<file path="src/rtl/uart_rx_arbiter.sv">
`default_nettype none
// ============================================================================
//  Module   : uart_rx_arbiter
//  Purpose  : Receive FIFO for UART bytes shared between two requesters with
//             round-robin arbitration, one grant pulse per delivered byte.
//  Revision : 1.0 - initial release
// ============================================================================
module uart_rx_arbiter #(
    parameter int W     = 8,
    parameter int DEPTH = 4,
    parameter int AW    = 2
) (
    input  logic          clk,
    input  logic          reset,
    input  logic          rx_done_tick,
    input  logic [W-1:0]  rx_data,
    input  logic          rd_req0,
    input  logic          rd_req1,
    output logic          gnt0,
    output logic          gnt1,
    output logic [W-1:0]  r_data,
    input  logic          clr_overrun,
    output logic          overrun,
    output logic          empty,
    output logic          full,
    output logic [AW:0]   count
);

    localparam logic [AW:0] c_FULL_COUNT = (AW+1)'(DEPTH);

    typedef enum logic [0:0] {
        S_IDLE  = 1'b0,
        S_GRANT = 1'b1
    } state_t;

    state_t         r_state;
    logic [W-1:0]   r_mem [DEPTH];
    logic [AW-1:0]  r_wr_ptr;
    logic [AW-1:0]  r_rd_ptr;
    logic [AW:0]    r_count;
    logic           r_empty;
    logic           r_full;
    logic           r_overrun;
    logic           r_gnt0;
    logic           r_gnt1;
    logic [W-1:0]   r_data_q;
    logic           r_prio;

    logic           w_pop;
    logic           w_push;
    logic           w_drop;
    logic           w_winner;
    logic [AW:0]    w_count_nxt;

    // A pop only happens from IDLE, so a full FIFO can still accept a byte
    // on the same edge that frees a slot.
    always_comb begin
        w_pop    = (r_state == S_IDLE) && !r_empty && (rd_req0 || rd_req1);
        w_push   = rx_done_tick && (!r_full || w_pop);
        w_drop   = rx_done_tick && r_full && !w_pop;
        w_winner = (rd_req0 && rd_req1) ? r_prio : rd_req1;
        w_count_nxt = r_count;
        if (w_push && !w_pop) begin
            w_count_nxt = r_count + (AW+1)'(1);
        end else if (w_pop && !w_push) begin
            w_count_nxt = r_count - (AW+1)'(1);
        end
    end

    always_ff @(posedge clk) begin
        if (w_push) begin
            r_mem[r_wr_ptr] <= rx_data;
        end
    end

    always_ff @(posedge clk or negedge reset) begin
        if (!reset) begin
            r_wr_ptr <= '0;
            r_rd_ptr <= '0;
            r_count  <= '0;
            r_empty  <= 1'b1;
            r_full   <= 1'b0;
        end else begin
            if (w_push) begin
                r_wr_ptr <= r_wr_ptr + AW'(1);
            end
            if (w_pop) begin
                r_rd_ptr <= r_rd_ptr + AW'(1);
            end
            r_count <= w_count_nxt;
            r_empty <= (w_count_nxt == '0);
            r_full  <= (w_count_nxt == c_FULL_COUNT);
        end
    end

    always_ff @(posedge clk or negedge reset) begin
        if (!reset) begin
            r_overrun <= 1'b0;
        end else if (w_drop) begin
            r_overrun <= 1'b1;
        end else if (clr_overrun) begin
            r_overrun <= 1'b0;
        end
    end

    // Grant FSM: the pop edge loads r_data and the grant, which then lasts
    // exactly the GRANT cycle. Priority moves away from whoever was served.
    always_ff @(posedge clk or negedge reset) begin
        if (!reset) begin
            r_state  <= S_IDLE;
            r_gnt0   <= 1'b0;
            r_gnt1   <= 1'b0;
            r_data_q <= '0;
            r_prio   <= 1'b0;
        end else begin
            case (r_state)
                S_IDLE: begin
                    if (w_pop) begin
                        r_data_q <= r_mem[r_rd_ptr];
                        r_gnt0   <= !w_winner;
                        r_gnt1   <= w_winner;
                        r_prio   <= !w_winner;
                        r_state  <= S_GRANT;
                    end
                end
                S_GRANT: begin
                    r_gnt0  <= 1'b0;
                    r_gnt1  <= 1'b0;
                    r_state <= S_IDLE;
                end
                default: begin
                    r_gnt0  <= 1'b0;
                    r_gnt1  <= 1'b0;
                    r_state <= S_IDLE;
                end
            endcase
        end
    end

    assign gnt0    = r_gnt0;
    assign gnt1    = r_gnt1;
    assign r_data  = r_data_q;
    assign overrun = r_overrun;
    assign empty   = r_empty;
    assign full    = r_full;
    assign count   = r_count;

endmodule
`default_nettype wire

</file>
<file path="config.mk">
export PLATFORM = sky130hd
export DESIGN_NAME = uart_rx_arbiter
export DESIGN_NICKNAME = d
export VERILOG_FILES = /design/src/rtl/uart_rx_arbiter.sv
export SDC_FILE = /design/constraint.sdc
export NUM_CORES = 1
export LEC_CHECK = 0
export CORE_MARGIN = 5
export CORE_UTILIZATION = 58
export DETAILED_ROUTE_END_ITERATION = 10
export HOLD_SLACK_MARGIN = 0.08
export PLACE_DENSITY = 0.95
export REMOVE_ABC_BUFFERS = 1
export SYNTH_ARGS = -nofsm -noshare
export SYNTH_HDL_FRONTEND = slang
export SYNTH_SLANG_ARGS = --single-unit
</file>
<file path="constraint.sdc">
create_clock -name clk -period 2.92 [get_ports clk]
set_clock_uncertainty 0.2 [all_clocks]
set_input_delay 0.584 -clock clk [delete_from_list [all_inputs] [get_ports clk]]
set_output_delay 0.584 -clock clk [all_outputs]
set_load 0.1 [all_outputs]
</file>
; ---- Word level (Yosys, flattened, before mapping)
; Memories as Yosys holds them, arrays and structs flattened. A register that Yosys moved wholly into a read port is not among the register bits.
; Index checks and enable logic that the tools add are counted.
[classes]
bitwise_logic = 1
addsub = 4
reduce_logical = 19
n_eq_ne = 2
muxes = 13
[op_table]
columns = operator, count
row1 = logical AND 1 bit, 8
row2 = two-way mux 1 bit, 8
row3 = logical NOT 1 bit, 6
row4 = two-way mux 3 bit, 2
row5 = case mux 1 bit (2 select lines), 3
row6 = adder 2 x 1 -> 2 bit (second input constant), 2
row7 = adder 3 x 1 -> 3 bit (second input constant), 1
row8 = equality test 3 bit (second input constant), 1
row9 = logical NOT 3 bit, 1
row10 = subtractor 3 x 1 -> 3 bit (second input constant), 1
row11 = logical OR 1 bit, 2
row12 = != test 2 bit (second input constant), 1
row13 = AND reduction 2 bit, 1
row14 = nonzero test 2 bit, 1
row15 = inverter 1 bit, 1
[totals]
elab_cells = 50
ramBits = 32
input_bits = 14
register_bits = 14
mem_count = 1
output_inout_bits = 16
[mem_list]
columns = name, words, width, rd, rd_ports_with_merged_regs, wr, line_no
row1 = r_mem, 4, 8, 1, 1, 1, 37  ; logic [W-1:0] r_mem [DEPTH];

; ---- Longest topological paths before layout
; Gate-level depths: netlist (run 1).
[logic_depth]
ltp_word = 10
ltp_mapped = 7
ltp_nobuf = 5

; ---- Worst setup path before layout (run 1)
; OpenSTA, ideal clock, no wires.
[synth_timing]
path_kind = register -> register
startpoint = register r_count[0], in the netlist count[0]
endpoint = register r_full, in the netlist full
slack_ns = 0.578
path_stages_with_launch = 6
arrival_ns = 2.054
n_path_buf = 0
synth_period_minus_slack_ns = 2.342
setup_time_ns = 0.088
required_ns = 2.632
cell_sequence = dfrtp_1 -> inv_1 -> ha_1 -> nand2_1 -> o32a_1 -> a211oi_2
[synth_via]
elab_chain_len = 4
word_cells_on_any_way = 5
cone_classes = add/sub: 2 / eq/ne: 1 / mux: 2
[synth_lines]
columns = element, line_no
row1 = start: declaration, 40  ; logic [AW:0] r_count;
row2 = start signal: assignment, 90  ; r_count <= w_count_nxt;
row3 = subtractor 3 x 1 -> 3 bit, 66  ; w_count_nxt = r_count - (AW+1)'(1);
row4 = two-way mux 3 bit, 65  ; end else if (w_pop && !w_push) begin
row5 = two-way mux 3 bit *, 63  ; if (w_push && !w_pop) begin
row6 = equality test 3 bit *, 92  ; r_full <= (w_count_nxt == c_FULL_COUNT);
row7 = end signal: assignment, 92
row8 = end: declaration, 42  ; logic r_full;
; Mark *: on every way between the ends. The rest lies on a longest branch, timed or not.
; A chain may end at the register's enable or synchronous reset.

; ---- Final worst setup path (run 1)
[layout_timing]
startpoint = input rd_req0
endpoint = memory r_mem[1][1] (enable)
[layout_via]
elab_chain_len = 6
[layout_lines]
columns = element, line_no
row1 = start: declaration, 17  ; input logic rd_req0,
row2 = logical OR 1 bit, 58  ; w_pop = (r_state == S_IDLE) && !r_empty && (rd_req0 || rd_req1);
row3 = logical AND 1 bit, 58
row4 = logical OR 1 bit, 59  ; w_push = rx_done_tick && (!r_full || w_pop);
row5 = logical AND 1 bit, 59
row6 = two-way mux 1 bit, 71  ; if (w_push) begin
row7 = two-way mux 1 bit (implied by the code), 72  ; r_mem[r_wr_ptr] <= rx_data;
row8 = end: declaration, 37
; Every way passes these cells.

==> results.sh, run 1 <==
export IMPL_status="finished, final reports clean"
export IMPL_grt_use_total_pct=16.34
export IMPL_clkLatencyLatePin_ns=0.29
export IMPL_yosysSeqAreaShare_pct=67.69
export IMPL_vias_per_cell=5.381
export IMPL_yosysUniqueCellTypes=36
export IMPL_crit_path_start_kind="input pin"
export IMPL_post_cts_buffers=0
export IMPL_ys_ff_latch=54
export IMPL_synth_edf_count=32
export IMPL_num_antenna_cells=0
export IMPL_grt_start_max_net_pins=23
export IMPL_fin_crit_sh_pct=82.16
export IMPL_synth_flop_cell="edfxtp_1"
export IMPL_drive_gt1_share_pct=21.28
export IMPL_ios=30
export IMPL_ant_nets=0
export IMPL_fin_crit_ns=2.399
export IMPL_place_gp_congestion=0.7663
export IMPL_fmax_mhz=416.8
export IMPL_netlist_top_cells_area="edfxtp_1 43%, dfrtp_1 24%, mux4_2 8.1%"
export IMPL_crit_slowest_cell="clkdlybuf4s50_1"
export IMPL_rows=22
export IMPL_nets=207
export IMPL_core_area_mm2=0.003689
export IMPL_synthToLayoutAreaGrowth_pct=18.31
export IMPL_slowest_delay_ns=0.51
export IMPL_async_flop_share_pct=40.74
export IMPL_worstSetupPathType="in -> reg"
export IMPL_cts_max_level=2
export IMPL_netlist_instances=155
export IMPL_synth_top_area_cell="edfxtp_1"
export IMPL_dieWidth_um=72.07
export IMPL_portBuffers=29
export IMPL_ys_top_cells_by_count="32 x edfxtp_1, 32 x nand2_1, 21 x dfrtp_1"
export IMPL_hold_viol=0
export IMPL_cts_tree="built"
export IMPL_tns_ns=0
export IMPL_dieArea_mm2=0.005194
export IMPL_ctsResizeCount=0
export IMPL_clockBufferDepth=2
export IMPL_grt_pass1_vias=1368
export IMPL_nFillCells=263
export IMPL_multi_input_area_um2=655.6
export IMPL_final_max_slew_viol_count=0
export IMPL_grt_pass1_wl_um=6389
export IMPL_dieHeight_um=72.07
export IMPL_cp_max_fo=8
export IMPL_finalSetupViolations=0
export IMPL_clock_sinks=54
export IMPL_cp_arrival_ns=2.16
export IMPL_via_count=1270
export IMPL_firstDrtPassIters=4
export IMPL_synth_top_area_share_pct=43.00
export IMPL_hold_path_class="reg -> reg"
export IMPL_worstPathCellList="clkdlybuf4s50_1 > or2_1 > nand2_1 > a21oi_2 > and2_1"
export IMPL_overflow=0
export IMPL_endpoint_kind="flip-flop"
export IMPL_root_buffer="clkbuf_8"
export IMPL_drc=0
export IMPL_antenna_found_initial=0
export IMPL_rsz0062_at_grt="no"
export IMPL_netlist_area_mm2=0.002235
export IMPL_first_iter_violations=66
export IMPL_maxCapViolCount=0
export IMPL_clk_pin_slew_worst_paths_ns=0.09
export IMPL_seq_area_mm2=0.001513
export IMPL_cp_required_ns=2.68
export IMPL_worstMarginPinSlew_ns=0.5711
export IMPL_holdBufCountCts=0
export IMPL_finalWirelength_um=3888
export IMPL_numCtsBuffers=5
export IMPL_yosys_warnings=0
export IMPL_slew_headroom_pct=61.93
export IMPL_start_util_pct=60.58
export IMPL_routed_wire_length_per_instance_um=16.47
export IMPL_dpl_hpwl_um=2925
export IMPL_syn_area_per_cell_um2=14.42
[flip-flops by register name, summed over array words and instances, names as in the netlist]
name,count
gnt1,1
count,3
r_mem,32
r_wr_ptr,2
gnt0,1
r_prio,1
r_data,8
full,1
overrun,1
r_rd_ptr,2
r_state,1
empty,1
[worst paths after layout]
kind,endpoint,depth (start not counted),start,slack (ns)
min in group asynchronous,r_wr_ptr[1],2,reset,0.44
max in group asynchronous,empty,2,reset,1.80
hold / removal,gnt1,1,r_state,0.30
setup / recovery,r_mem[1][1],5,rd_req0,0.52
setup reg to reg,r_mem[1][1],4,r_state,0.91
hold reg to reg,gnt1,1,r_state,0.30
[through the flow]
stage	instances	utilization [%]	cell area [um2]	setup slack, ns	hold slack [ns]
after floorplan	149	-	2202	0.5777	0.08841
after global placement	228	68.52	2527	0.3179	0.2655
after detailed placement	228	68.52	2527	0.2305	0.2762
after CTS	236	71.68	2644	0.5296	0.2963
after global routing	236	71.68	2644	0.3709	0.3292
final	236	71.68	2644	0.5210	0.2960
[layer usage]
layer,routed length [um],track usage (%)
met5,0,0
met4,17,3.758
met3,178,3.601
met2,2019,29.63
met1,1673,19.85
[layout make-up]
| class | count | area share (%) |
|---|---|---|
| clock inverter | 3 | 1.798 |
| timing repair buffer | 31 | 10.03 |
| clock buffer | 5 | 2.603 |
| tap | 48 | 2.272 |
| multi-input combinational | 86 | 24.80 |
| inverter | 9 | 1.278 |
| sequential | 54 | 57.22 |
[layout by cell type, fill, tap and decap left out, drive strengths merged, types with 2 or more instances in the layout]
master,netlist,final
nand2,32,32
edfxtp,32,32
dfrtp,21,21
buf,4,18
clkdlybuf4s50,0,13
inv,9,10
mux4,8,8
ha,6,6
nor2,6,6
clkbuf,2,5
xnor2,4,4
and2,4,4
a21oi,4,4
a211oi,3,3
o21ai,3,3
nand2b,2,2
a2bb2oi,2,2
or2,2,2
[cells by family (layout without fill, tap and decap cells)]
| group | after synthesis | in the layout | share of synthesized area (%) |
|---|---|---|---|
| multiplexers | 9 | 9 | 8.566 |
| AO/OA/AOI/OAI | 19 | 19 | 6.495 |
| adder cells (fa/ha/maj) | 6 | 6 | 3.359 |
| flip-flops | 54 | 54 | 67.69 |
| XOR/XNOR | 4 | 4 | 1.568 |
| buffers and inverters | 15 | 48 | 2.967 |
| AND/OR/NAND/NOR | 48 | 48 | 9.351 |
[worst max-delay path, delay by kind of cell]
family | cells | cell delay [ns]
compound gates | 1 | 0.31
buf+inv | 1 | 0.51
simple gates | 3 | 0.76
Power of run 1 is left out: the tool's default activity adds up to more than one toggle a clock period on the data nets, which glitch-free logic cannot reach.
==> inputs of run 2 (changes only) <==
CORE_UTILIZATION = 48   (was 58)
PLACE_DENSITY = 0.85   (was 0.95)
clock period = 1.99 ns   (was 2.92 ns; I/O delays follow)
==> run 2 against run 1 <==
Cell count up 7.2%. Non-clock buffer count up 13. Routed wire length down 0.62%. Count of clock-buffer cells in the layout unchanged. Flip-flop and latch count unchanged. Worst setup slack worse by 0.42 ns. Die area up 18%. Critical path depth unchanged. Sequential share of layout area down 7.0 points. First-iteration DRC count up 4.5%. Critical path type is now reg -> reg. Critical endpoint is now r_mem[3][4].
==> results.sh, run 2 (synthesized netlist as in run 1, its figures left out) <==
export IMPL_maxCapViolCount=0
export IMPL_nFillCells=323
export IMPL_ios=30
export IMPL_clockBufferDepth=2
export IMPL_dieArea_mm2=0.006120
export IMPL_top_register="r_mem"
export IMPL_largest_reg_flops=32
export IMPL_core_area_mm2=0.004444
export IMPL_cp_required_ns=1.82
export IMPL_rsz0062_at_grt="no"
export IMPL_routed_wire_length_per_instance_um=15.27
export IMPL_clock_sinks=54
export IMPL_hold_path_class="in -> async"
export IMPL_dieHeight_um=78.23
export IMPL_cp_arrival_ns=1.72
export IMPL_fin_crit_sh_pct=95.12
export IMPL_fmax_mhz=528.3
export IMPL_post_cts_buffers=0
export IMPL_final_max_slew_viol_count=0
export IMPL_ant_nets=0
export IMPL_dieWidth_um=78.23
export IMPL_portBuffers=29
export IMPL_clk_pin_slew_worst_paths_ns=0.10
export IMPL_crit_path_start_kind="flip-flop"
export IMPL_cts_tree="built"
export IMPL_cp_max_fo=8
export IMPL_drive_gt1_share_pct=27.86
export IMPL_rows=24
export IMPL_finalSetupViolations=0
export IMPL_numCtsBuffers=5
export IMPL_grt_start_max_net_pins=23
export IMPL_place_gp_congestion=0.7860
export IMPL_grt_pass1_wl_um=6603
export IMPL_overflow=0
export IMPL_slew_headroom_pct=75.66
export IMPL_start_util_pct=50.28
export IMPL_worst_r2r_path_depth=5
export IMPL_hold_viol=0
export IMPL_grt_pass1_vias=1374
export IMPL_fin_crit_ns=1.893
export IMPL_dp_slack_ns=-0.2793
export IMPL_finalWirelength_um=3864
export IMPL_dpl_hpwl_um=2950
export IMPL_num_antenna_cells=0
export IMPL_first_iter_violations=69
export IMPL_clkLatencyLatePin_ns=0.30
export IMPL_vias_per_cell=5.289
export IMPL_via_count=1338
export IMPL_grt_use_total_pct=13.86
export IMPL_root_buffer="clkbuf_8"
export IMPL_endpoint_kind="flip-flop"
export IMPL_cts_max_level=2
export IMPL_worstSetupPathType="reg -> reg"
export IMPL_status="finished, final reports clean"
export IMPL_synthToLayoutAreaGrowth_pct=34.83
export IMPL_antenna_found_initial=0
export IMPL_worstMarginPinSlew_ns=0.3651
export IMPL_nets=220
export IMPL_fin_ws_ns=0.09715
export IMPL_firstDrtPassIters=4
export IMPL_drc=0
export IMPL_final_cell_mix="32 x nand2_1, 32 x edfxtp_1, 21 x dfrtp_1, 19 x buf_12, 12 x buf_4"
==> run 2: routing by layer <==
layer | GRT usage [%] | share of wire, % | vias up
li1 | - | - | 642
met1 | 17.88 | 44 | 659
met2 | 23.03 | 50 | 33
met3 | 3.776 | 4.9 | 4
met4 | 4.196 | 1.1 | 0
met5 | 0 | 0 | -
==> run 2: area by class of cell <==
type / instances / area (um2) / area share (%)
flip-flops and latches: 54 / 1513 / 50.21
multi-input cells: 86 / 679.4 / 22.55
repair buffers: 44 / 605.6 / 20.10
clock buffers: 5 / 68.82 / 2.284
well taps: 52 / 65.06 / 2.159
clock inverters: 3 / 47.55 / 1.578
inverters: 9 / 33.78 / 1.121
==> run 2: stage by stage <==
| step | TNS [ns] | cells | utilization (%) | hold slack [ns] | instance area [um2] |
|---|---|---|---|---|---|
| after global placement | -7.805 | 245 | 64.53 | 0.2816 | 2868 |
| after CTS | 0 | 253 | 67.15 | 0.2475 | 2984 |
| final | 0 | 253 | 67.79 | 0.2463 | 3013 |
| after floorplan | -10.23 | 149 | - | -0.09759 | 2202 |
| after global routing | 0 | 253 | 67.79 | 0.2841 | 3013 |
| after detailed placement | -8.998 | 245 | 64.53 | 0.2829 | 2868 |
==> run 2: worst paths after layout <==
kind                       startpoint     endpoint  slack, ns
min in group clk               r_prio       r_prio       0.33
setup reg to reg              r_state  r_mem[3][4]        0.1
max in group asynchronous       reset        empty       1.06
hold / removal                  reset  r_wr_ptr[1]       0.25
setup / recovery              r_state  r_mem[3][4]        0.1
hold reg to reg                r_prio       r_prio       0.33
==> run 2: worst max-delay path, cell delays in order, from the launching register on <==
cell and delay, ns:
dfrtp_1 0.44, nor2_4 0.21, nand2_1 0.12, a21oi_2 0.29, and2_1 0.22, buf_12 0.13
==> run 2: timing repair <==
action,in CTS,in global routing
setup endpoints to repair,0,3
hold buffers,0,0
resized for setup,0,6
endpoints found under the hold margin,0,0
Power of run 2 is left out for the same reason.
==> inputs of run 3 (changes only) <==
TNS_END_PERCENT = 5   (was unset)
==> run 3 against run 2 <==
Fmax fell by 3.2%. Utilization shrank 0.42 points. Via count is 0.37% higher. Non-clock buffer count unchanged. Cell count unchanged. Count of clock-buffer cells in the layout unchanged. Die area stayed put. Hold slack improved by 0.00096 ns. Register-to-register slack got worse by 0.06 ns. Critical path type unchanged.
==> results.sh, run 3 (synthesized netlist as in run 1, its figures left out) <==
export IMPL_synthToLayoutAreaGrowth_pct=33.99
export IMPL_nets=220
export IMPL_place_gp_congestion=0.7860
export IMPL_clk_pin_slew_worst_paths_ns=0.10
export IMPL_fin_crit_sh_pct=98.28
export IMPL_cts_max_level=2
export IMPL_fmax_mhz=511.3
export IMPL_clockBufferDepth=2
export IMPL_worstPathCellList="nor2_2 > nand2_1 > a21oi_2 > and2_1 > buf_12"
export IMPL_antenna_found_initial=0
export IMPL_hold_slack_ns=0.2473
export IMPL_dp_cells=245
export IMPL_drc=0
export IMPL_grt_start_max_net_pins=23
export IMPL_vias_per_cell=5.308
export IMPL_cp_required_ns=1.82
export IMPL_finalSetupViolations=0
export IMPL_cp_startpoint="r_state"
export IMPL_hold_path_class="in -> async"
export IMPL_dieWidth_um=78.23
export IMPL_root_buffer="clkbuf_8"
export IMPL_final_max_slew_viol_count=0
export IMPL_worstSetupEndpoint="r_mem[3][4]"
export IMPL_rsz0062_at_grt="yes"
export IMPL_overflow=0
export IMPL_worst_r2r_path_depth=5
export IMPL_worstReg2RegStart="r_state"
export IMPL_worstMarginPinSlew_ns=0.3752
export IMPL_ios=30
export IMPL_slew_headroom_pct=74.99
export IMPL_nFillCells=330
export IMPL_reg2reg_to="r_mem[3][4]"
export IMPL_finalWirelength_um=3887
export IMPL_dpl_hpwl_um=2950
export IMPL_cp_max_fo=8
export IMPL_firstDrtPassIters=4
export IMPL_regToRegSetupSlack_ns=0.03
export IMPL_num_antenna_cells=0
export IMPL_post_cts_buffers=0
export IMPL_dieArea_mm2=0.006120
export IMPL_portBuffers=29
export IMPL_holdBufCountCts=0
export IMPL_slowest_delay_ns=0.42
export IMPL_routed_wire_length_per_instance_um=15.36
export IMPL_via_count=1343
export IMPL_endpoint_kind="flip-flop"
export IMPL_tns_ns=0
export IMPL_numCtsBuffers=5
export IMPL_cts_tree="built"
export IMPL_clock_sinks=54
export IMPL_final_core_util_pct=67.37
export IMPL_grt_pass1_wl_um=6603
export IMPL_largest_reg_flops=32
export IMPL_final_cells=253
export IMPL_status="finished, final reports clean"
export IMPL_hold_viol=0
export IMPL_first_iter_violations=57
export IMPL_core_area_mm2=0.004444
export IMPL_grt_use_total_pct=13.86
export IMPL_crit_path_start_kind="flip-flop"
export IMPL_cp_arrival_ns=1.78
export IMPL_maxCapViolCount=0
export IMPL_worstSetupPathType="reg -> reg"
export IMPL_fin_crit_ns=1.956
export IMPL_crit_slowest_cell="dfrtp_1"
export IMPL_final_cell_mix="32 x nand2_1, 32 x edfxtp_1, 21 x dfrtp_1, 19 x buf_12, 13 x clkdlybuf4s50_1"
export IMPL_dieHeight_um=78.23
export IMPL_ant_nets=0
export IMPL_start_util_pct=50.28
export IMPL_grt_pass1_vias=1374
export IMPL_top_register="r_mem"
export IMPL_rows=24
export IMPL_clkLatencyLatePin_ns=0.30
export IMPL_drive_gt1_share_pct=27.36
==> run 3: cell types whose count changed in the layout (fill, tap and decap cells not counted), sizes merged <==
cell | previous run | this run
clkdlybuf4s50 | 11 | 13
dlymetal6s2s | 2 | 0
==> run 3: worst min-delay path by stage <==
stage / startpoint / slack, ns / depth (start not counted) / end
6_report: reset / 0.25 / 2 / r_state
5_1_grt: reset / 0.28 / 2 / r_state
4_1_cts: reset / 0.25 / 2 / r_state
3_5_place_dp: r_state / 0.28 / 1 / gnt1
3_3_place_gp: r_state / 0.28 / 1 / gnt1
2_1_floorplan: reset / -0.1 / 0 / count[0]
==> run 3: cell type report <==
cell class                      count  area (um2)  area share (%)
Multi-Input combinational cell     86       665.6           22.23
Clock inverter                      3       47.55           1.588
Timing Repair Buffer               44       600.6           20.06
Sequential cell                    54        1513           50.52
Clock buffer                        5       68.82           2.298
Inverter                            9       33.78           1.128
Tap cell                           52       65.06           2.173
==> run 3: per-stage QoR <==
step | cell area (um2) | worst slack, ns
after floorplan | 2202 | -0.3523
after global placement | 2868 | -0.2250
after detailed placement | 2868 | -0.2793
after CTS | 2984 | 0.03073
after global routing | 2994 | -0.04564
final | 2994 | 0.03430
==> run 3: critical path: cells and delay by family (launching register included) <==
kind	cells	cell delay (ns)
buffers and inverters	1	0.13
and+or+nand+nor	3	0.63
DFF	1	0.42
AOI/OAI and AO/OA	1	0.29
==> run 3: per-layer routing <==
layer  global-route usage (%)  wire length, um
met1                    17.88             1728
met2                    23.03             1926
met3                    3.776              189
met4                    4.196               43
met5                        0                0
==> run 3: timing repair <==
action / in CTS / in global routing
endpoints found under the setup margin: 0 / 3
resized for setup: 0 / 2
hold endpoints to repair: 0 / 0
Power of run 3 is left out for the same reason.
